**src/rtl/relay_symbol_fifo_if.sv**
```systemverilog
// relay_symbol_fifo_if
//   Bundles the symbol path between relay_decode, the elastic buffer and
//   relay_mode.
//   master : producer/observer side (drives in_*, watches out_* and status)
//   slave  : buffer side (consumes in_*, drives out_* and status)
//   Signals:
//     in_data[3:0]  decoded symbol,  in_valid  one-cycle strobe qualifying it
//     out_data[3:0] paced symbol,    out_valid one-cycle pulse per pop
//     level         stored entries (0..DEPTH)
//     overflow      sticky, a write was dropped
//     underrun      sticky, a pace tick found the buffer empty
interface relay_symbol_fifo_if #(
  parameter int DEPTH = 16
);
  localparam int LW = $clog2(DEPTH) + 1;

  logic [3:0]    in_data;
  logic          in_valid;
  logic [3:0]    out_data;
  logic          out_valid;
  logic [LW-1:0] level;
  logic          overflow;
  logic          underrun;

  modport master (
    output in_data, in_valid,
    input  out_data, out_valid, level, overflow, underrun
  );

  modport slave (
    input  in_data, in_valid,
    output out_data, out_valid, level, overflow, underrun
  );
endinterface

```
**src/rtl/relay_symbol_fifo.sv**
```systemverilog
// relay_symbol_fifo
//   Elastic buffer between relay_decode and relay_mode. Symbols arrive at an
//   irregular rate; once PREFILL symbols are stored they are replayed one
//   every PACE clocks so relay_mode sees an evenly spaced stream.
//   Ports:
//     clk    : system clock, rising edge
//     reset  : synchronous, active-low, clears all state
//     enable : relay active; low flushes the buffer and idles the block
//     bus    : relay_symbol_fifo_if.slave (in_*, out_*, level, flags)
module relay_symbol_fifo #(
  parameter int DEPTH   = 16,
  parameter int PACE    = 16,
  parameter int PREFILL = 4
) (
  input logic                clk,
  input logic                reset,
  input logic                enable,
  relay_symbol_fifo_if.slave bus
);
  localparam int AW = $clog2(DEPTH);
  localparam int LW = AW + 1;
  localparam int PW = $clog2(PACE);
  localparam logic [LW-1:0] DEPTH_L   = LW'(DEPTH);
  localparam logic [LW-1:0] PREFILL_L = LW'(PREFILL);
  localparam logic [PW-1:0] PACE_LAST = PW'(PACE - 1);

  typedef enum logic [1:0] {S_IDLE, S_FILL, S_STREAM} state_t;

  state_t        state_q, state_d;
  logic [AW-1:0] rd_ptr_q, rd_ptr_d;
  logic [AW-1:0] wr_ptr_q, wr_ptr_d;
  logic [LW-1:0] level_q, level_d;
  logic [PW-1:0] pacer_q, pacer_d;
  logic          out_valid_q, out_valid_d;
  logic          overflow_q, overflow_d;
  logic          underrun_q, underrun_d;
  logic [3:0]    out_data_q;
  logic          push, pop;

  logic [3:0] mem [DEPTH];

  always_comb begin
    state_d     = state_q;
    rd_ptr_d    = rd_ptr_q;
    wr_ptr_d    = wr_ptr_q;
    level_d     = level_q;
    pacer_d     = pacer_q;
    overflow_d  = overflow_q;
    underrun_d  = underrun_q;
    out_valid_d = 1'b0;
    push        = 1'b0;
    pop         = 1'b0;

    if (!enable) begin
      // Flush: everything returns to its idle value, sticky flags included.
      state_d    = S_IDLE;
      rd_ptr_d   = '0;
      wr_ptr_d   = '0;
      level_d    = '0;
      pacer_d    = '0;
      overflow_d = 1'b0;
      underrun_d = 1'b0;
    end else begin
      case (state_q)
        S_IDLE: state_d = S_FILL;
        S_FILL: begin
          if (level_q >= PREFILL_L) begin
            state_d = S_STREAM;
            pacer_d = '0;
          end
        end
        S_STREAM: begin
          if (pacer_q == PACE_LAST) begin
            pacer_d = '0;
            // Pop decision uses the pre-push level: a symbol arriving on an
            // empty tick is stored, not forwarded.
            if (level_q != '0) begin
              pop = 1'b1;
            end else begin
              underrun_d = 1'b1;
              state_d    = S_FILL;
            end
          end else begin
            pacer_d = pacer_q + PW'(1);
          end
        end
        default: state_d = S_IDLE;
      endcase

      // A pop frees a slot this cycle, so a full buffer can still accept.
      if (state_q != S_IDLE && bus.in_valid) begin
        if (level_q != DEPTH_L || pop) begin
          push = 1'b1;
        end else begin
          overflow_d = 1'b1;
        end
      end

      if (pop) begin
        rd_ptr_d    = rd_ptr_q + AW'(1);
        out_valid_d = 1'b1;
      end
      if (push) begin
        wr_ptr_d = wr_ptr_q + AW'(1);
      end
      case ({push, pop})
        2'b10:   level_d = level_q + LW'(1);
        2'b01:   level_d = level_q - LW'(1);
        default: level_d = level_q;
      endcase
    end
  end

  always_ff @(posedge clk) begin
    if (!reset) begin
      state_q     <= S_IDLE;
      rd_ptr_q    <= '0;
      wr_ptr_q    <= '0;
      level_q     <= '0;
      pacer_q     <= '0;
      out_valid_q <= 1'b0;
      overflow_q  <= 1'b0;
      underrun_q  <= 1'b0;
    end else begin
      state_q     <= state_d;
      rd_ptr_q    <= rd_ptr_d;
      wr_ptr_q    <= wr_ptr_d;
      level_q     <= level_d;
      pacer_q     <= pacer_d;
      out_valid_q <= out_valid_d;
      overflow_q  <= overflow_d;
      underrun_q  <= underrun_d;
    end
  end

  // Registered read; on a full-boundary push+pop the read sees the old
  // entry before the write lands in the same slot.
  always_ff @(posedge clk) begin
    if (!reset) begin
      out_data_q <= 4'h0;
    end else if (pop) begin
      out_data_q <= mem[rd_ptr_q];
    end
  end

  always_ff @(posedge clk) begin
    if (push) begin
      mem[wr_ptr_q] <= bus.in_data;
    end
  end

  assign bus.out_data  = out_data_q;
  assign bus.out_valid = out_valid_q;
  assign bus.level     = level_q;
  assign bus.overflow  = overflow_q;
  assign bus.underrun  = underrun_q;
endmodule

```
**src/flat_wrapper.sv**
```systemverilog
// flat-port wrapper written by rule: the top's interface ports become plain ports
module relay_symbol_fifo_flat 
#(
  parameter int DEPTH   = 16,
  parameter int PACE    = 16,
  parameter int PREFILL = 4
)
  (clk, reset, enable, bus_in_data, bus_in_valid, bus_out_data, bus_out_valid, bus_level, bus_overflow, bus_underrun);
  relay_symbol_fifo_if #(.DEPTH(DEPTH)) bus_i ();
  input logic clk;
  input logic reset;
  input logic enable;
  input wire logic [$bits(bus_i.in_data)-1:0] bus_in_data;
  input wire logic [$bits(bus_i.in_valid)-1:0] bus_in_valid;
  output wire logic [$bits(bus_i.out_data)-1:0] bus_out_data;
  output wire logic [$bits(bus_i.out_valid)-1:0] bus_out_valid;
  output wire logic [$bits(bus_i.level)-1:0] bus_level;
  output wire logic [$bits(bus_i.overflow)-1:0] bus_overflow;
  output wire logic [$bits(bus_i.underrun)-1:0] bus_underrun;
  assign bus_i.in_data = bus_in_data;
  assign bus_i.in_valid = bus_in_valid;
  assign bus_out_data = bus_i.out_data;
  assign bus_out_valid = bus_i.out_valid;
  assign bus_level = bus_i.level;
  assign bus_overflow = bus_i.overflow;
  assign bus_underrun = bus_i.underrun;
  relay_symbol_fifo #(.DEPTH(DEPTH), .PACE(PACE), .PREFILL(PREFILL)) u_core (.clk(clk), .reset(reset), .enable(enable), .bus(bus_i));
endmodule
```
**config.mk**
```make
export PLATFORM = sky130hd
export DESIGN_NAME = relay_symbol_fifo_flat
export DESIGN_NICKNAME = d
export VERILOG_FILES = /design/src/rtl/relay_symbol_fifo_if.sv /design/src/rtl/relay_symbol_fifo.sv /design/src/flat_wrapper.sv
export SDC_FILE = /design/constraint.sdc
export NUM_CORES = 1
export LEC_CHECK = 0
export ABC_AREA = 1
export CAP_MARGIN = 20
export CORE_UTILIZATION = 60
export CTS_CLUSTER_SIZE = 20
export DETAILED_ROUTE_END_ITERATION = 10
export GPL_TIMING_DRIVEN = 0
export PLACE_DENSITY = 0.79
export SLEW_MARGIN = 5
export SYNTH_ARGS = -nofsm -noshare
export SYNTH_HDL_FRONTEND = slang
export SYNTH_SLANG_ARGS = --single-unit
```
**constraint.sdc**
```tcl
create_clock -name clk -period 2.8 [get_ports clk]
set_clock_uncertainty 0.2 [all_clocks]
set_input_delay 0.56 -clock clk [delete_from_list [all_inputs] [get_ports clk]]
set_output_delay 0.56 -clock clk [all_outputs]
set_load 0.01 [all_outputs]
```
==> results.json <==
{
  "drive_gt1_share_pct": 8.159,
  "crit_start": "bus_in_valid",
  "syn_area_um2": 4133,
  "yosysWarnings": 0,
  "ctsHtreeMaxLevel": 3,
  "routed_wl_um": 8803,
  "ir_drop_v": 0.0004068,
  "path_cells": "clkdlybuf4s50_1, o21ai_0, nand3_1, inv_1, ha_1, inv_1, o21bai_1, a21o_1, nand2_1, a21oi_1, nor2_1",
  "synth_common_cells": "nand2_1 (111), edfxtp_1 (64), nand3_1 (59), inv_1 (58), nor2_1 (43)",
  "r2r_start": "u_core.pacer_q[0]",
  "detail-route-antenna-nets": 0,
  "final.period_utilization_pct": 91.35,
  "dp_hpwl_um": 6302,
  "dpl_worst_slack_ns": -0.1096,
  "synth.most_common_cell": "nand2_1",
  "path_class": "in2reg",
  "holdBufCountCts": 0,
  "dieArea_um2": 7224,
  "area_growth_pct": 12.17,
  "syn_nets": 462,
  "ys_types": 34,
  "yosysTopAreaCell": "edfxtp_1",
  "critical_path.max_stage_delay_ns": 0.45,
  "grt_pass1_vias": 3082,
  "worstPathMaxFanout": 4,
  "p_leak_nw": 1.941,
  "maxSlewHeadroom_pct": 55.53,
  "path_depth": 11,
  "final_nets": 492,
  "route.detailed.drc": 0,
  "yosysSeqAreaShare_pct": 59.10,
  "die_w_um": 85.00,
  "io_pins": 20,
  "fmaxAchievable_ghz": 0.3909,
  "power_density_nw_per_um2": 528.4,
  "setup_tns_ns": 0,
  "port_buffers": 19,
  "min-delay-start": "u_core.bus.underrun",
  "antenna_found_initial": 0,
  "cts_buffers": 9,
  "end_kind": "flip-flop",
  "layout_min_cycle_time_ns": 2.558,
  "cpMostUsedCell": "inv_1",
  "cp-start-kind": "input pin",
  "gp_congestion": 0.8835,
  "syn_area_per_cell_um2": 9.308,
  "final_max_slew_viol_count": 0,
  "fin_util_pct": 71.37,
  "hp-class": "reg2reg",
  "status": "complete, no violations",
  "ys_ff_latch": 90,
  "required_ns": 2.86,
  "synth.top_cell.area_share_pct": 46.50,
  "grt_max_degree": 17,
  "cts_max_path_buffers": 2,
  "finalHoldViolCount": 0,
  "path_buf_inv": 3,
  "syn_inst": 444,
  "die_h_um": 85.00,
  "vias": 3126,
  "rr_worst_depth": 10,
  "insertedDiodeCount": 0,
  "viasPerCell": 5.632,
  "cp.arrival_ns": 2.61,
  "drv_cap": 0,
  "rows": 29,
  "cts_sinks": 90,
  "cts_tree": "done",
  "core_um2": 6495,
  "holdPathStages": 2,
  "grtUsageTotal_pct": 27.04,
  "synthTopCellsByArea": "edfxtp_1 (47%), dfxtp_1 (13%), nand2_1 (10%), nand3_1 (7.1%), inv_1 (5.3%)",
  "worstSkewPairLatency_ns": 0.36,
  "cts_resized": 0,
  "overflow": 0,
  "grt_pass1_wl_um": 14500,
  "synthFlopType": "edfxtp_1",
  "setup_ws_ns": 0.2421,
  "crit_family": "compound AO/OA/AOI/OAI gates",
  "cts_setup_buffers": 0,
  "async_reset_ff_share_pct": 0,
  "dr.pass1.iters": 6,
  "clk_pin_slew_ns": 0.08,
  "setup_violations": 0,
  "clockRootBuffer": "clkbuf_8",
  "start_util_pct": 63.63,
  "rsz0062_at_grt": "false",
  "slowest_stage": "clkdlybuf4s50_1",
  "drt-initial-drc-count": 222,
  "worst_pin_slew_ns": 0.6650,
  "wl_per_cell_um": 15.86,
  "synth_edf_count": 64
}
==> layer usage <==
layer / GRT usage, % / part of all wire (%) / vias up
li1: - / - / 1508
met1: 33.16 / 42 / 1479
met2: 47.21 / 51 / 116
met3: 5.934 / 5.6 / 23
met4: 9.707 / 2.1 / 0
met5: 0 / 0 / -
==> layout by cell type (no fill, tap or decap), types with 2 or more instances in the layout <==
| cell type | Yosys | routed |
|---|---|---|
| nor2_1 | 43 | 43 |
| clkbuf_1 | 3 | 3 |
| o21a_1 | 5 | 5 |
| inv_2 | 2 | 2 |
| xor2_1 | 4 | 4 |
| clkdlybuf4s50_1 | 0 | 19 |
| o21ai_1 | 4 | 4 |
| a21oi_1 | 12 | 12 |
| nand2_2 | 2 | 2 |
| edfxtp_1 | 64 | 64 |
| ha_1 | 9 | 9 |
| nor2_2 | 2 | 2 |
| buf_2 | 8 | 8 |
| bufinv_16 | 0 | 2 |
| dfxtp_1 | 26 | 26 |
| o21ai_0 | 12 | 12 |
| nand2_1 | 111 | 111 |
| inv_1 | 58 | 58 |
| nand3_1 | 59 | 59 |
| nor3_1 | 2 | 2 |
| clkinv_2 | 0 | 2 |
| nand3_2 | 3 | 3 |
| clkbuf_8 | 0 | 10 |
==> final cells by class <==
class / instances / area (µm²)
clock buffer: 10 / 137.6
clock inverter: 5 / 78.83
sequential: 90 / 2442
fill: 465 / 1859
buffer: 13 / 66.31
tap: 77 / 96.34
timing repair buffer: 19 / 190.2
multi-input combinational: 279 / 1389
inverter: 62 / 235.2
==> report_power, final <==
group | leakage, nW | total (mW) | internal, mW | switching (mW)
Sequential | 0.785 | 1.43 | 1.43 | 0.00372
Combinational | 1.04 | 0.0682 | 0.0214 | 0.0468
Clock | 0.112 | 0.951 | 0.520 | 0.431
==> sequential cells by signal, indices dropped and copies added (netlist names) <==
name and flops:
u_core.bus.out_data 4, u_core.bus.underrun 1, u_core.wr_ptr_q 4, u_core.bus.overflow 1, u_core.bus.level 5, u_core.pacer_q 4
u_core.bus.out_valid 1, u_core.rd_ptr_q 4, u_core.mem 64, u_core.state_q 2
==> worst min-delay path, cell delays in order (launching register included) <==
cell     delay [ns]
dfxtp_1        0.34
a31oi_1        0.04
nor2_1         0.07
==> cell families (layout without fill, tap and decap cells) <==
family	Yosys count	after routing	synth area share, %
flip-flops	90	90	59.10
AND/OR/NAND/NOR	227	227	24.31
XOR/XNOR	5	5	1.060
adder cells (fa/ha/maj)	10	10	3.209
AO/OA/AOI/OAI	37	37	5.026
buffers and inverters	75	109	7.296
==> through the flow <==
stage / total power, mW / area (µm²) / std cells / hold slack (ns)
floorplan: 1.490 / 4133 / 444 / 0.2475
global placement: 1.526 / 4419 / 540 / 0.2524
detailed placement: 1.528 / 4419 / 540 / 0.2587
CTS: 2.459 / 4636 / 555 / 0.2806
global route: 2.516 / 4636 / 555 / 0.3181
finish: 2.449 / 4636 / 555 / 0.2829
==> final timing paths <==
kind | endpoint | slack (ns)
worst max-delay path | u_core.bus.level[4] | 0.24
worst min-delay path | u_core.bus.underrun | 0.28
worst max register to register | u_core.bus.level[4] | 0.29
worst min register to register | u_core.bus.underrun | 0.28
No activity file was read; power rests on OpenSTA's default activity.
